`src/rtl/dmem_arb_pkg.sv`:
```
// dmem_arb_pkg: shared constants and types for the data-memory arbiter.
//   - FSM state encoding (legacy-compatible plain localparams)
//   - requester port indices
//   - latched command and captured response record types
package dmem_arb_pkg;

  localparam logic [1:0] ST_IDLE   = 2'd0;
  localparam logic [1:0] ST_ACCESS = 2'd1;
  localparam logic [1:0] ST_RESP   = 2'd2;

  localparam logic P_MEM = 1'b0;  // pipeline MEM stage
  localparam logic P_DBG = 1'b1;  // debug / loader (DMA)

  typedef struct packed {
    logic        port;
    logic        we;
    logic [31:0] addr;
    logic [31:0] wdata;
  } cmd_t;

  typedef struct packed {
    logic [31:0] data;
    logic        err;
  } resp_t;

endpackage

```
`src/rtl/dmem_arbiter_if.sv`:
```
// dmem_arbiter_if: bundles the two requester handshakes and the single-port
// memory pins that the arbiter owns.
//   slave  : arbiter view (requests and mem_rdata in; acks, read data, errors,
//            stall and memory controls out)
//   master : requester/memory view (the mirror image)
interface dmem_arbiter_if;
  logic        req0;
  logic        req1;
  logic        we0;
  logic        we1;
  logic [31:0] addr0;
  logic [31:0] addr1;
  logic [31:0] wdata0;
  logic [31:0] wdata1;
  logic        ack0;
  logic        ack1;
  logic [31:0] rdata0;
  logic [31:0] rdata1;
  logic        err0;
  logic        err1;
  logic        stall0;
  logic [31:0] mem_addr;
  logic [31:0] mem_wdata;
  logic        mem_we;
  logic        mem_re;
  logic [31:0] mem_rdata;

  modport slave (
    input  req0, req1, we0, we1, addr0, addr1, wdata0, wdata1, mem_rdata,
    output ack0, ack1, rdata0, rdata1, err0, err1, stall0,
           mem_addr, mem_wdata, mem_we, mem_re
  );

  modport master (
    output req0, req1, we0, we1, addr0, addr1, wdata0, wdata1, mem_rdata,
    input  ack0, ack1, rdata0, rdata1, err0, err1, stall0,
           mem_addr, mem_wdata, mem_we, mem_re
  );
endinterface

```
`src/rtl/dmem_arb_rr.sv`:
```
// dmem_arb_rr: combinational two-way request picker.
//   req_i        : raw requests {port1, port0}
//   mask_i       : ports excluded this cycle (e.g. the one being acked)
//   last_grant_i : most recently granted port (round-robin pointer)
//   grant_valid_o: some unmasked port is requesting
//   grant_idx_o  : winning port index
module dmem_arb_rr
  import dmem_arb_pkg::*;
#(
  parameter bit FIXED_PRI = 1'b0  // 1: port 0 always wins a tie
) (
  input  logic [1:0] req_i,
  input  logic [1:0] mask_i,
  input  logic       last_grant_i,
  output logic       grant_valid_o,
  output logic       grant_idx_o
);

  logic [1:0] eff_req;

  always_comb begin
    eff_req       = req_i & ~mask_i;
    grant_valid_o = |eff_req;
    grant_idx_o   = P_MEM;
    if (eff_req == 2'b10) begin
      grant_idx_o = P_DBG;
    end else if (eff_req == 2'b11) begin
      // Tie: fixed priority favours port 0, otherwise serve the port not granted last.
      grant_idx_o = FIXED_PRI ? P_MEM : ~last_grant_i;
    end
  end

endmodule

```
`src/rtl/dmem_arbiter.sv`:
```
// dmem_arbiter: shares the single-port data memory between the pipeline MEM
// stage (port 0) and the debug/loader port (port 1), one word at a time.
//   clk, rst_n : clock, asynchronous active-low reset
//   bus        : dmem_arbiter_if.slave -- requester req/we/addr/wdata in,
//                ack/rdata/err out, stall0 out, memory addr/wdata/we/re out,
//                mem_rdata in
// Each access runs IDLE -> ACCESS -> RESP; from RESP the other port can be
// granted directly, giving back-to-back service under alternating contention.
// Addresses >= DEPTH complete with err set and never write the memory.
module dmem_arbiter
  import dmem_arb_pkg::*;
#(
  parameter int unsigned DEPTH     = 128,
  parameter bit          FIXED_PRI = 1'b0
) (
  input logic           clk,
  input logic           rst_n,
  dmem_arbiter_if.slave bus
);

  logic [1:0] state_q, state_d;
  logic       last_grant_q, last_grant_d;
  cmd_t       cmd_q, cmd_d;
  resp_t      resp_q, resp_d;

  logic [1:0] req_vec;
  logic [1:0] mask;
  logic       grant_valid;
  logic       grant_idx;
  logic       in_range;
  logic       in_access;
  logic       in_resp;

  assign req_vec   = {bus.req1, bus.req0};
  assign in_access = (state_q == ST_ACCESS);
  assign in_resp   = (state_q == ST_RESP);
  assign in_range  = (cmd_q.addr < DEPTH);

  // The port being acked still holds its stale req this cycle; keep it out of the pick.
  assign mask = in_resp ? ((cmd_q.port == P_DBG) ? 2'b10 : 2'b01) : 2'b00;

  dmem_arb_rr #(
    .FIXED_PRI(FIXED_PRI)
  ) u_pick (
    .req_i        (req_vec),
    .mask_i       (mask),
    .last_grant_i (last_grant_q),
    .grant_valid_o(grant_valid),
    .grant_idx_o  (grant_idx)
  );

  always_comb begin
    state_d      = state_q;
    last_grant_d = last_grant_q;
    cmd_d        = cmd_q;
    resp_d       = resp_q;
    case (state_q)
      ST_IDLE, ST_RESP: begin
        if (grant_valid) begin
          cmd_d.port   = grant_idx;
          cmd_d.we     = (grant_idx == P_DBG) ? bus.we1 : bus.we0;
          cmd_d.addr   = (grant_idx == P_DBG) ? bus.addr1 : bus.addr0;
          cmd_d.wdata  = (grant_idx == P_DBG) ? bus.wdata1 : bus.wdata0;
          last_grant_d = grant_idx;
          state_d      = ST_ACCESS;
        end else begin
          state_d = ST_IDLE;
        end
      end
      ST_ACCESS: begin
        // Writes and out-of-range reads return zero data.
        resp_d.data = (!cmd_q.we && in_range) ? bus.mem_rdata : 32'd0;
        resp_d.err  = !in_range;
        state_d     = ST_RESP;
      end
      default: state_d = ST_IDLE;
    endcase
  end

  always_ff @(posedge clk or negedge rst_n) begin
    if (!rst_n) begin
      state_q      <= ST_IDLE;
      last_grant_q <= P_DBG;  // so port 0 wins the first tie
      cmd_q        <= '0;
      resp_q       <= '0;
    end else begin
      state_q      <= state_d;
      last_grant_q <= last_grant_d;
      cmd_q        <= cmd_d;
      resp_q       <= resp_d;
    end
  end

  always_comb begin
    bus.ack0   = in_resp && (cmd_q.port == P_MEM);
    bus.ack1   = in_resp && (cmd_q.port == P_DBG);
    bus.rdata0 = bus.ack0 ? resp_q.data : 32'd0;
    bus.rdata1 = bus.ack1 ? resp_q.data : 32'd0;
    bus.err0   = bus.ack0 && resp_q.err;
    bus.err1   = bus.ack1 && resp_q.err;
    bus.stall0 = bus.req0 && !bus.ack0;
  end

  assign bus.mem_addr  = cmd_q.addr;
  assign bus.mem_wdata = cmd_q.wdata;
  assign bus.mem_we    = in_access && cmd_q.we && in_range;
  assign bus.mem_re    = in_access && !cmd_q.we;

endmodule

```
`src/flat_wrapper.sv`:
```
// flat-port wrapper written by rule: the top's interface ports become plain ports
module dmem_arbiter_flat import dmem_arb_pkg::*;
#(
  parameter int unsigned DEPTH     = 128,
  parameter bit          FIXED_PRI = 1'b0
)
  (clk, rst_n, bus_req0, bus_req1, bus_we0, bus_we1, bus_addr0, bus_addr1, bus_wdata0, bus_wdata1, bus_mem_rdata, bus_ack0, bus_ack1, bus_rdata0, bus_rdata1, bus_err0, bus_err1, bus_stall0, bus_mem_addr, bus_mem_wdata, bus_mem_we, bus_mem_re);
  dmem_arbiter_if bus_i ();
  input logic clk;
  input logic rst_n;
  input wire logic [$bits(bus_i.req0)-1:0] bus_req0;
  input wire logic [$bits(bus_i.req1)-1:0] bus_req1;
  input wire logic [$bits(bus_i.we0)-1:0] bus_we0;
  input wire logic [$bits(bus_i.we1)-1:0] bus_we1;
  input wire logic [$bits(bus_i.addr0)-1:0] bus_addr0;
  input wire logic [$bits(bus_i.addr1)-1:0] bus_addr1;
  input wire logic [$bits(bus_i.wdata0)-1:0] bus_wdata0;
  input wire logic [$bits(bus_i.wdata1)-1:0] bus_wdata1;
  input wire logic [$bits(bus_i.mem_rdata)-1:0] bus_mem_rdata;
  output wire logic [$bits(bus_i.ack0)-1:0] bus_ack0;
  output wire logic [$bits(bus_i.ack1)-1:0] bus_ack1;
  output wire logic [$bits(bus_i.rdata0)-1:0] bus_rdata0;
  output wire logic [$bits(bus_i.rdata1)-1:0] bus_rdata1;
  output wire logic [$bits(bus_i.err0)-1:0] bus_err0;
  output wire logic [$bits(bus_i.err1)-1:0] bus_err1;
  output wire logic [$bits(bus_i.stall0)-1:0] bus_stall0;
  output wire logic [$bits(bus_i.mem_addr)-1:0] bus_mem_addr;
  output wire logic [$bits(bus_i.mem_wdata)-1:0] bus_mem_wdata;
  output wire logic [$bits(bus_i.mem_we)-1:0] bus_mem_we;
  output wire logic [$bits(bus_i.mem_re)-1:0] bus_mem_re;
  assign bus_i.req0 = bus_req0;
  assign bus_i.req1 = bus_req1;
  assign bus_i.we0 = bus_we0;
  assign bus_i.we1 = bus_we1;
  assign bus_i.addr0 = bus_addr0;
  assign bus_i.addr1 = bus_addr1;
  assign bus_i.wdata0 = bus_wdata0;
  assign bus_i.wdata1 = bus_wdata1;
  assign bus_i.mem_rdata = bus_mem_rdata;
  assign bus_ack0 = bus_i.ack0;
  assign bus_ack1 = bus_i.ack1;
  assign bus_rdata0 = bus_i.rdata0;
  assign bus_rdata1 = bus_i.rdata1;
  assign bus_err0 = bus_i.err0;
  assign bus_err1 = bus_i.err1;
  assign bus_stall0 = bus_i.stall0;
  assign bus_mem_addr = bus_i.mem_addr;
  assign bus_mem_wdata = bus_i.mem_wdata;
  assign bus_mem_we = bus_i.mem_we;
  assign bus_mem_re = bus_i.mem_re;
  dmem_arbiter #(.DEPTH(DEPTH), .FIXED_PRI(FIXED_PRI)) u_core (.clk(clk), .rst_n(rst_n), .bus(bus_i));
endmodule
```
`config.mk`:
```
export PLATFORM = sky130hd
export DESIGN_NAME = dmem_arbiter_flat
export DESIGN_NICKNAME = d
export VERILOG_FILES = /design/src/rtl/dmem_arb_pkg.sv /design/src/rtl/dmem_arbiter_if.sv /design/src/rtl/dmem_arb_rr.sv /design/src/rtl/dmem_arbiter.sv /design/src/flat_wrapper.sv
export SDC_FILE = /design/constraint.sdc
export NUM_CORES = 1
export LEC_CHECK = 0
export BUFFER_PORTS_ARGS = -buffer_cell sky130_fd_sc_hd__buf_2
export CELL_PAD_IN_SITES_DETAIL_PLACEMENT = 1
export CELL_PAD_IN_SITES_GLOBAL_PLACEMENT = 1
export CORE_MARGIN = 3
export CORE_UTILIZATION = 36
export CTS_CLUSTER_SIZE = 40
export DETAILED_ROUTE_END_ITERATION = 12
export HOLD_SLACK_MARGIN = 0.03
export PLACE_DENSITY_LB_ADDON = 0.1
export RECOVER_POWER = 100
export SETUP_SLACK_MARGIN = 0.3
export SLEW_MARGIN = 0
export SYNTH_ARGS = -nofsm -noshare
export SYNTH_HDL_FRONTEND = slang
export SYNTH_SLANG_ARGS = --single-unit
```
`constraint.sdc`:
```
create_clock -name clk -period 3.7 [get_ports clk]
set_clock_uncertainty 0.05 [all_clocks]
set_input_delay 0.555 -clock clk [delete_from_list [all_inputs] [get_ports clk]]
set_output_delay 0.555 -clock clk [all_outputs]
set_load 0.005 [all_outputs]
```
**Word-level counts from Yosys, hierarchy flattened**

Index checks and enable logic that the tools add are counted.

- Bitwise operators: 4
- Magnitude comparators: 1
- Reductions and logical operators: 16
- Multiplexer cells: 12
- Equality and inequality tests: 4

Operators with widths:

| kind | count |
|---|---|
| 2-to-1 mux 32 bit | 5 |
| < comparator 32 x 8 -> 1 bit (second input constant) | 1 |
| logical AND 1 bit | 9 |
| equality test 2 bit (second input constant) | 3 |
| 2-to-1 mux 1 bit | 4 |
| 2-to-1 mux 2 bit | 2 |
| case mux 2 bit (2 select lines) | 1 |
| OR reduction 2 bit | 2 |
| logical NOT 1 bit | 3 |
| bitwise AND 2 bit | 1 |
| equality test 2 x 1 -> 1 bit (second input constant) | 1 |
| logical NOT 2 bit | 1 |
| inverter 1 bit | 2 |
| inverter 2 bit | 1 |
| AND reduction 2 bit | 1 |

- Flip-flop bits (word level): 102
- Logic and storage cells: 45

**Logic depth before layout (Yosys ltp)**

Gate-level depths: netlist of the first run.

- Word-level depth: 8
- Gate-level depth with buffers: 6

**Modules after synthesis**

Synthesis of the first run repeated with hierarchy kept, for this count alone.

- Cells, all modules: 599
- Area total of the unflattened synthesis: 5789.3 um^2

Modules (own cells, without submodules):

| module | cells an instance | instances | sequential area each (um^2) | area an instance (um^2) |
|---|---|---|---|---|
| dmem_arbiter | 594 | 1 | 2553.7 | 5750.5 |
| dmem_arb_rr | 5 | 1 | 0.0 | 38.8 |

**Least setup slack after synthesis of the first run**

No wires, ideal clock.

- Kind: reg2reg
- Start: register u_core.state_q[0]
- End: register u_core.cmd_q, in the netlist u_core.bus.mem_addr[10]
- Slack: 1.741 ns
- Clock period less this slack: 1.959 ns
- Data required time: 3.525 ns
- Cell stages (with the launch flop): 7
- Arrival: 1.785 ns
- Path through: dfrtp_1 nor3b_4 o221ai_2 buf_6 buf_6 mux2_1 mux2_2

- Longest elaborated chain between the ends: 8
- Elaborated cells on any way between the ends: 13

RTL lines:

| item | RTL line | text |
|---|---|---|
| from (decl) | dmem_arbiter.sv:21 | `logic [1:0] state_q, state_d;` |
| from (signal assigned) | dmem_arbiter.sv:87 | `state_q <= state_d;` |
| equality test 2 bit | dmem_arbiter.sv:36, dmem_arbiter.sv:57 |  |
| 2-to-1 mux 2 bit | dmem_arbiter.sv:40 | `assign mask = in_resp ? ((cmd_q.port == P_DBG) ? 2'b10 : 2'b01) : 2'b00;` |
| inverter 2 bit | dmem_arb_rr.sv:22 | `eff_req = req_i & ~mask_i;` |
| bitwise AND 2 bit | dmem_arb_rr.sv:22 |  |
| equality test 2 bit | dmem_arb_rr.sv:27 | `end else if (eff_req == 2'b11) begin` |
| 2-to-1 mux 1 bit | dmem_arb_rr.sv:27 |  |
| 2-to-1 mux 1 bit | dmem_arb_rr.sv:25 | `if (eff_req == 2'b10) begin` |
| 2-to-1 mux 32 bit | dmem_arbiter.sv:62 | `cmd_d.addr = (grant_idx == P_DBG) ? bus.addr1 : bus.addr0;` |
| to (signal assigned) | dmem_arbiter.sv:89 | `cmd_q <= cmd_d;` |
| to (decl) | dmem_arbiter.sv:23 | `cmd_t cmd_q, cmd_d;` |

Parallel ways exist; a longest one is shown, timed or not.
A chain may end at the register's enable or synchronous reset.

**Worst setup path after layout of the first run**

- Start: register u_core.cmd_q[65] in the netlist's numbering
- End: output bus_rdata1[12]

- Longest elaborated chain between the ends: 2

RTL lines:

| item | RTL line | text |
|---|---|---|
| logical AND 1 bit | dmem_arbiter.sv:96 | `bus.ack1 = in_resp && (cmd_q.port == P_DBG);` |
| 2-to-1 mux 32 bit | dmem_arbiter.sv:98 | `bus.rdata1 = bus.ack1 ? resp_q.data : 32'd0;` |
| to (decl) | flat_wrapper.sv:23 | `output wire logic [$bits(bus_i.rdata1)-1:0] bus_rdata1;` |

Every way passes these cells.

==> results.sh, run 1 <==
export IMPL_grt_pass1_wl_um=24100
export IMPL_htree_levels=3
export IMPL_layout_min_cycle_time_ns=2.87
export IMPL_syn_mean_instance_area_sq_um=12.2
export IMPL_drcViolationCount=0
export IMPL_hold_buffers=0
export IMPL_finalMaxSlewViolations=77
export IMPL_yosys_top_cells_area="dfrtp_1 (46%), mux2_2 (21%), buf_4 (8.7%), and2_1 (7.5%), mux2_1 (5.7%)"
export IMPL_ys_ff_latch=102
export IMPL_chipHeight_um=130
export IMPL_rsz0062_at_grt="no"
export IMPL_status="finished with violations"
export IMPL_synth_most_common_cell="mux2_2"
export IMPL_clkSlewWorstSetupHoldPaths_ns=0.06
export IMPL_coreArea_sq_um=14800
export IMPL_drv_cap=1
export IMPL_grt_use_met2=0.333
export IMPL_firstDrtPassIters=4
export IMPL_cp_required_ns=3.09
export IMPL_final_fill_count=1709
export IMPL_worst_path_buf_inv=2
export IMPL_nets=848
export IMPL_path_class="reg2out"
export IMPL_crit_fanout=34
export IMPL_wirelength_um=15800
export IMPL_tns_ns=0
export IMPL_cts_num_sinks=102
export IMPL_utilization=0.468
export IMPL_wl_per_cell_um=18.1
export IMPL_p_leak_nw=3.34
export IMPL_hold_viol_final=0
export IMPL_ys_top_cells_by_count="mux2_2 (102), dfrtp_1 (101), and2_1 (66), buf_4 (64), a22o_1 (32)"
export IMPL_num_io_pins=301
export IMPL_cts_tree="built"
export IMPL_synthCells=452
export IMPL_worst_setup_path_start_kind="register"
export IMPL_dieArea_sq_um=16800
export IMPL_crit_path_end_kind="output pin"
export IMPL_cts_buffers_inserted=9
export IMPL_critical_path_top_delay_family="buffers and inverters"
export IMPL_ys_seq_area_frac=0.463
export IMPL_period_share=0.777
export IMPL_synth_top_area_share=0.458
export IMPL_use_met1=0.207
export IMPL_clock_latency_ns=0.34
export IMPL_clockBufferDepth=2
export IMPL_viasPerCell=4.87
export IMPL_synth_edff_count=0
export IMPL_cp_cell_sequence="nand2_1 -> nor2_1 -> clkbuf_1 -> and2_1 -> clkbuf_1"
export IMPL_yosys_area_top_type="dfrtp_1"
export IMPL_synthArstFlopShare=1.00
export IMPL_ys_flop_type="dfrtp_1"
export IMPL_hp_class="in2reg"
export IMPL_busiest_layer="met2"
export IMPL_post_cts_buffers=0
export IMPL_path_common_cell="clkbuf_1"
export IMPL_slew_headroom=-0.286
export IMPL_crit_slowest_cell="clkbuf_1"
export IMPL_antenna_left=0
export IMPL_synth_cell_type_count=25
export IMPL_vias=4243
export IMPL_worstMarginPinSlew_ns=1.93
export IMPL_cts_root_buf="clkbuf_16"
export IMPL_grt_overflow_total=0
export IMPL_grt_pass1_vias=4622
export IMPL_placementRows=44
export IMPL_peakVddDrop_v=0.000299
export IMPL_crit_path_max_incr_delay_ns=0.89
export IMPL_io_buffers=300
export IMPL_power_density_nw_per_um2=643
export IMPL_start_util=0.374
export IMPL_first_iter_violations=117
export IMPL_grt_util_all_layers=0.184
export IMPL_synth_nets=618
export IMPL_area_growth_pct=25.3
export IMPL_use_met3=0.0516
export IMPL_violations="max-capacitance violations, max-slew violations"
export IMPL_hpwlAfterDp_um=12200
export IMPL_max_freq_ghz=0.348
export IMPL_antenna_found_initial=1
export IMPL_finalSetupViolCount=0
export IMPL_grt_max_degree=77
export IMPL_cts_resized=0
export IMPL_place_congestion=0.789
export IMPL_netlist_area_sq_um=5510
export IMPL_drive_gt1_frac=0.502
export IMPL_die_w_um=130
export IMPL_arrival_ns=2.27
export IMPL_yosysWarnings=0
[where the power goes]
group          switching [W]  internal (W)
Combinational       0.000799      0.000861
Clock               0.000407      0.000597
Sequential          0.000260       0.00152
[per-stage QoR]
| step | area (sq um) | worst slack [ns] | cells | hold slack, ns | total power (W) |
|---|---|---|---|---|---|
| finish | 6910 | 0.825 | 872 | 0.383 | 0.00444 |
| global placement | 6740 | 1.26 | 855 | 0.429 | 0.00353 |
| detailed placement | 6740 | 1.23 | 855 | 0.440 | 0.00360 |
| CTS | 7060 | 1.15 | 871 | 0.366 | 0.00462 |
| floorplan | 5510 | 1.74 | 452 | 0.209 | 0.00328 |
| global route | 6910 | 0.581 | 872 | 0.378 | 0.00476 |
[state kept, by name (all words and copies together) (netlist names)]
name / cells
u_core.last_grant_q: 1
u_core.resp_q: 33
u_core.bus.mem_addr: 32
u_core.cmd_q: 2
u_core.bus.mem_wdata: 32
u_core.state_q: 2
[cell families (layout without fill, tap and decap cells)]
family	count (synthesis)	count (layout)	share of synthesized area
DFF	102	102	0.463
and+or+nand+nor	89	89	0.0990
buffers and inverters	94	329	0.115
AOI/OAI and AO/OA	37	37	0.0576
muxes	130	130	0.266
other	0	1	0
[path summary, 6_finish.rpt]
check	from	to	slack (ns)	cells past startpoint
hold reg to reg	u_core.last_grant_q$_DFFE_PN1P_	u_core.last_grant_q$_DFFE_PN1P_	0.45	2
setup reg to reg	u_core.state_q[0]$_DFF_PN0_	u_core.bus.mem_addr[24]$_DFFE_PN0P_	0.85	6
setup / recovery	u_core.cmd_q[65]$_DFFE_PN0P_	bus_rdata1[12]	0.83	5
max in group asynchronous	rst_n	u_core.resp_q[14]$_DFFE_PN0P_	1.43	2
hold / removal	bus_mem_rdata[5]	u_core.resp_q[6]$_DFFE_PN0P_	0.38	2
min in group asynchronous	rst_n	u_core.bus.mem_addr[20]$_DFFE_PN0P_	0.68	1
[layout by cell type (no fill, tap or decap), types with 6 or more instances in the layout]
| cell | instances |
|---|---|
| mux2_2 | 102 |
| clkbuf_16 | 9 |
| and2_1 | 41 |
| mux2_1 | 28 |
| clkbuf_1 | 84 |
| nor4_1 | 6 |
| and2_0 | 25 |
| buf_2 | 220 |
| a22o_1 | 32 |
| dfrtp_1 | 101 |
[final cells by class]
cell class,instances,area (sq um),area share
flip-flops and latches,102,2550,0.370
multi-input cells,256,2320,0.336
clock inverters,3,40.0,0.00580
diodes,1,2.50,0.000362
well taps,184,230,0.0333
inverters,3,11.3,0.00163
clock buffers,13,280,0.0406
repair buffers,310,1470,0.213
[per-layer routing]
layer  wire length, um  vias to the layer above  part of all wire
li1                  -                     1966                 -
met1              5930                     2077              0.37
met2              8220                      180              0.52
met3              1330                       20             0.084
met4               317                        0             0.020
met5                 0                        -                 0
Power figures use the tool's default switching activity.
==> inputs of run 2 (changes only) <==
--- a/config.mk
+++ b/config.mk
@@ -5,11 +5,12 @@
 export SDC_FILE = /design/constraint.sdc
 export NUM_CORES = 1
 export LEC_CHECK = 0
+export ABC_AREA = 1
 export BUFFER_PORTS_ARGS = -buffer_cell sky130_fd_sc_hd__buf_2
 export CELL_PAD_IN_SITES_DETAIL_PLACEMENT = 1
 export CELL_PAD_IN_SITES_GLOBAL_PLACEMENT = 1
 export CORE_MARGIN = 3
-export CORE_UTILIZATION = 36
+export CORE_UTILIZATION = 31
 export CTS_CLUSTER_SIZE = 40
 export DETAILED_ROUTE_END_ITERATION = 12
 export HOLD_SLACK_MARGIN = 0.03
==> constraint.sdc (replaced) <==
create_clock -name clk -period 2.7 [get_ports clk]
set_clock_uncertainty 0.05 [all_clocks]
set_input_delay 0.405 -clock clk [delete_from_list [all_inputs] [get_ports clk]]
set_output_delay 0.405 -clock clk [all_outputs]
set_load 0.005 [all_outputs]
==> run 2 against run 1 <==
Net effect:
- first-iteration DRC count is 120% higher
- largest power group is now combinational logic
- the run now ends clean
- sequential share of layout area is 3.5 points lower
- non-clock buffer count up 6
- highest routed layer is now met5
- via count rose by 45%
- register-to-register slack got worse by 0.24 ns
- critical endpoint is now bus_mem_re
- utilization decreased by 7.8 points
- wire length grew 31%
- cell count increased by 61%
- design area rose by 10%
- power is 41% higher
==> results.sh, run 2 <==
export IMPL_status="finished clean"
export IMPL_hp_class="in2async"
export IMPL_grt_max_degree=68
export IMPL_cp_required_ns=2.25
export IMPL_final_fill_count=2711
export IMPL_path_class="reg2out"
export IMPL_largest_register_ffs=33
export IMPL_cp_cell_sequence="inv_1 -> nor2_4 -> clkinv_1 -> nor2_2 -> clkbuf_2 -> buf_2"
export IMPL_syn_mean_instance_area_sq_um=6.74
export IMPL_max_freq_ghz=0.436
export IMPL_p_leak_nw=4.43
export IMPL_post_cts_buffers=0
export IMPL_netlist_area_sq_um=6200
export IMPL_cts_root_buf="clkbuf_16"
export IMPL_hold_viol_final=0
export IMPL_placementRows=51
export IMPL_tns_ns=0
export IMPL_die_w_um=147
export IMPL_synth_cell_type_count=19
export IMPL_cts_resized=0
export IMPL_viasPerCell=4.39
export IMPL_synth_edff_count=0
export IMPL_drive_gt1_frac=0.213
export IMPL_htree_levels=3
export IMPL_synth_top_area_share=0.408
export IMPL_synthArstFlopShare=1.00
export IMPL_crit_path_end_kind="output pin"
export IMPL_grt_use_met2=0.324
export IMPL_finalMaxSlewViolations=0
export IMPL_ys_flop_type="dfrtp_1"
export IMPL_hpwlAfterDp_um=15100
export IMPL_coreArea_sq_um=19500
export IMPL_yosys_area_top_type="dfrtp_1"
export IMPL_clock_latency_ns=0.34
export IMPL_wl_per_cell_um=14.7
export IMPL_power_density_nw_per_um2=820
export IMPL_synthCells=920
export IMPL_first_iter_violations=257
export IMPL_worst_path_buf_inv=4
export IMPL_synth_nets=1086
export IMPL_drcViolationCount=0
export IMPL_nets=1299
export IMPL_cts_num_sinks=102
export IMPL_area_growth_pct=22.9
export IMPL_use_met1=0.235
export IMPL_hold_buffers=0
export IMPL_firstDrtPassIters=4
export IMPL_antenna_left=0
export IMPL_crit_path_max_incr_delay_ns=0.40
export IMPL_ys_top_cells_by_count="nand2_1 (274), inv_1 (172), nand3_1 (163), dfrtp_1 (101), nor2_1 (82)"
export IMPL_wirelength_um=20700
export IMPL_antenna_found_initial=4
export IMPL_worstMarginPinSlew_ns=1.20
export IMPL_regMostFlops="u_core.resp_q"
export IMPL_most_common_layout_cells="nand2_1 (274), buf_2 (179), inv_1 (173), nand3_1 (164), dfrtp_1 (101)"
export IMPL_ff2ff_setup_slack_ns=0.61
export IMPL_crit_slowest_cell="clkbuf_2"
export IMPL_cts_buffers_inserted=9
export IMPL_clockBufferDepth=2
export IMPL_grt_pass1_wl_um=33300
export IMPL_utilization=0.390
export IMPL_synth_most_common_cell="nand2_1"
export IMPL_layout_commonest_cell="nand2_1"
export IMPL_dieArea_sq_um=21700
export IMPL_clkSlewWorstSetupHoldPaths_ns=0.07
export IMPL_place_congestion=0.765
export IMPL_busiest_layer="met2"
export IMPL_ys_ff_latch=102
export IMPL_yosysWarnings=0
export IMPL_io_buffers=300
export IMPL_grt_overflow_total=0
export IMPL_worst_setup_path_start_kind="register"
export IMPL_cts_tree="built"
export IMPL_num_io_pins=301
export IMPL_period_share=0.850
export IMPL_critical_path_top_delay_family="buffers and inverters"
export IMPL_chipHeight_um=147
export IMPL_ys_seq_area_frac=0.412
export IMPL_grt_util_all_layers=0.189
export IMPL_crit_fanout=19
export IMPL_yosys_top_cells_area="dfrtp_1 (41%), nand2_1 (17%), nand3_1 (13%), inv_1 (10%), buf_4 (9.2%)"
export IMPL_finalSetupViolCount=0
export IMPL_rsz0062_at_grt="no"
export IMPL_arrival_ns=1.84
export IMPL_grt_pass1_vias=6417
export IMPL_use_met3=0.0484
export IMPL_drv_cap=0
export IMPL_vias=6167
export IMPL_peakVddDrop_v=0.000400
export IMPL_layout_min_cycle_time_ns=2.29
export IMPL_start_util=0.318
export IMPL_slew_headroom=0.198
-- run 2: cell types whose count changed after synthesis, sizes merged, moves of 6 or more --
cell,change
a22o,-32
and2,-66
buf,+24
inv,+172
mux2,-130
nand2,+272
nand3,+165
nor2,+79
nor4,-6
-- run 2: layer usage --
layer,share of wire,up-vias
met2,0.48,176
li1,-,3084
met1,0.43,2881
met4,0.018,2
met5,0.00063,-
met3,0.071,24
-- run 2: final timing paths --
path / startpoint / to / cells past startpoint
setup reg to reg: u_core.state_q[0]$_DFF_PN0_ / u_core.bus.mem_wdata[20]$_DFFE_PN0P_ / 9
hold / removal: rst_n / u_core.bus.mem_addr[19]$_DFFE_PN0P_ / 1
hold reg to reg: u_core.last_grant_q$_DFFE_PN1P_ / u_core.last_grant_q$_DFFE_PN1P_ / 2
setup / recovery: u_core.state_q[0]$_DFF_PN0_ / bus_mem_re / 6
max in group asynchronous: rst_n / u_core.bus.mem_wdata[2]$_DFFE_PN0P_ / 2
min in group clk: bus_mem_rdata[12] / u_core.resp_q[13]$_DFFE_PN0P_ / 3
-- run 2: cells by family after synthesis --
logic type             count (synthesis)  share of synthesized area
and+or+nand+nor                      525                      0.358
buffers and inverters                290                      0.226
DFF                                  102                      0.412
AOI/OAI and AO/OA                      3                    0.00424
-- run 2: final cells by class --
cell class                 instances  area [sq um]  area share
timing repair buffer             316          1530       0.201
multi-input combinational        528          2240       0.294
sequential                       102          2550       0.335
inverter                         176           661      0.0867
antenna                            4          10.0     0.00131
tap                              265           332      0.0435
clock inverter                     3          45.0     0.00591
clock buffer                      12           246      0.0323
-- run 2: stage by stage --
| stage | cells | hold slack (ns) | worst slack, ns | power (W) | instance area, sq um |
|---|---|---|---|---|---|
| finish | 1406 | 0.235 | 0.406 | 0.00625 | 7620 |
| global route | 1405 | 0.235 | 0.281 | 0.00680 | 7620 |
| CTS | 1402 | 0.0502 | 0.615 | 0.00651 | 7760 |
| detailed placement | 1387 | 0.412 | 0.721 | 0.00515 | 7470 |
| global placement | 1387 | 0.408 | 0.778 | 0.00511 | 7470 |
| floorplan | 920 | 0.0594 | 1.13 | 0.00455 | 6200 |
-- run 2: report_power, final --
part           leakage (nW)  switching (W)  internal (W)  total (W)
registers              1.29       0.000376       0.00206    0.00243
logic                  3.00        0.00164      0.000857    0.00249
clock network         0.135       0.000580      0.000741    0.00132
total                  4.43        0.00259       0.00366    0.00625
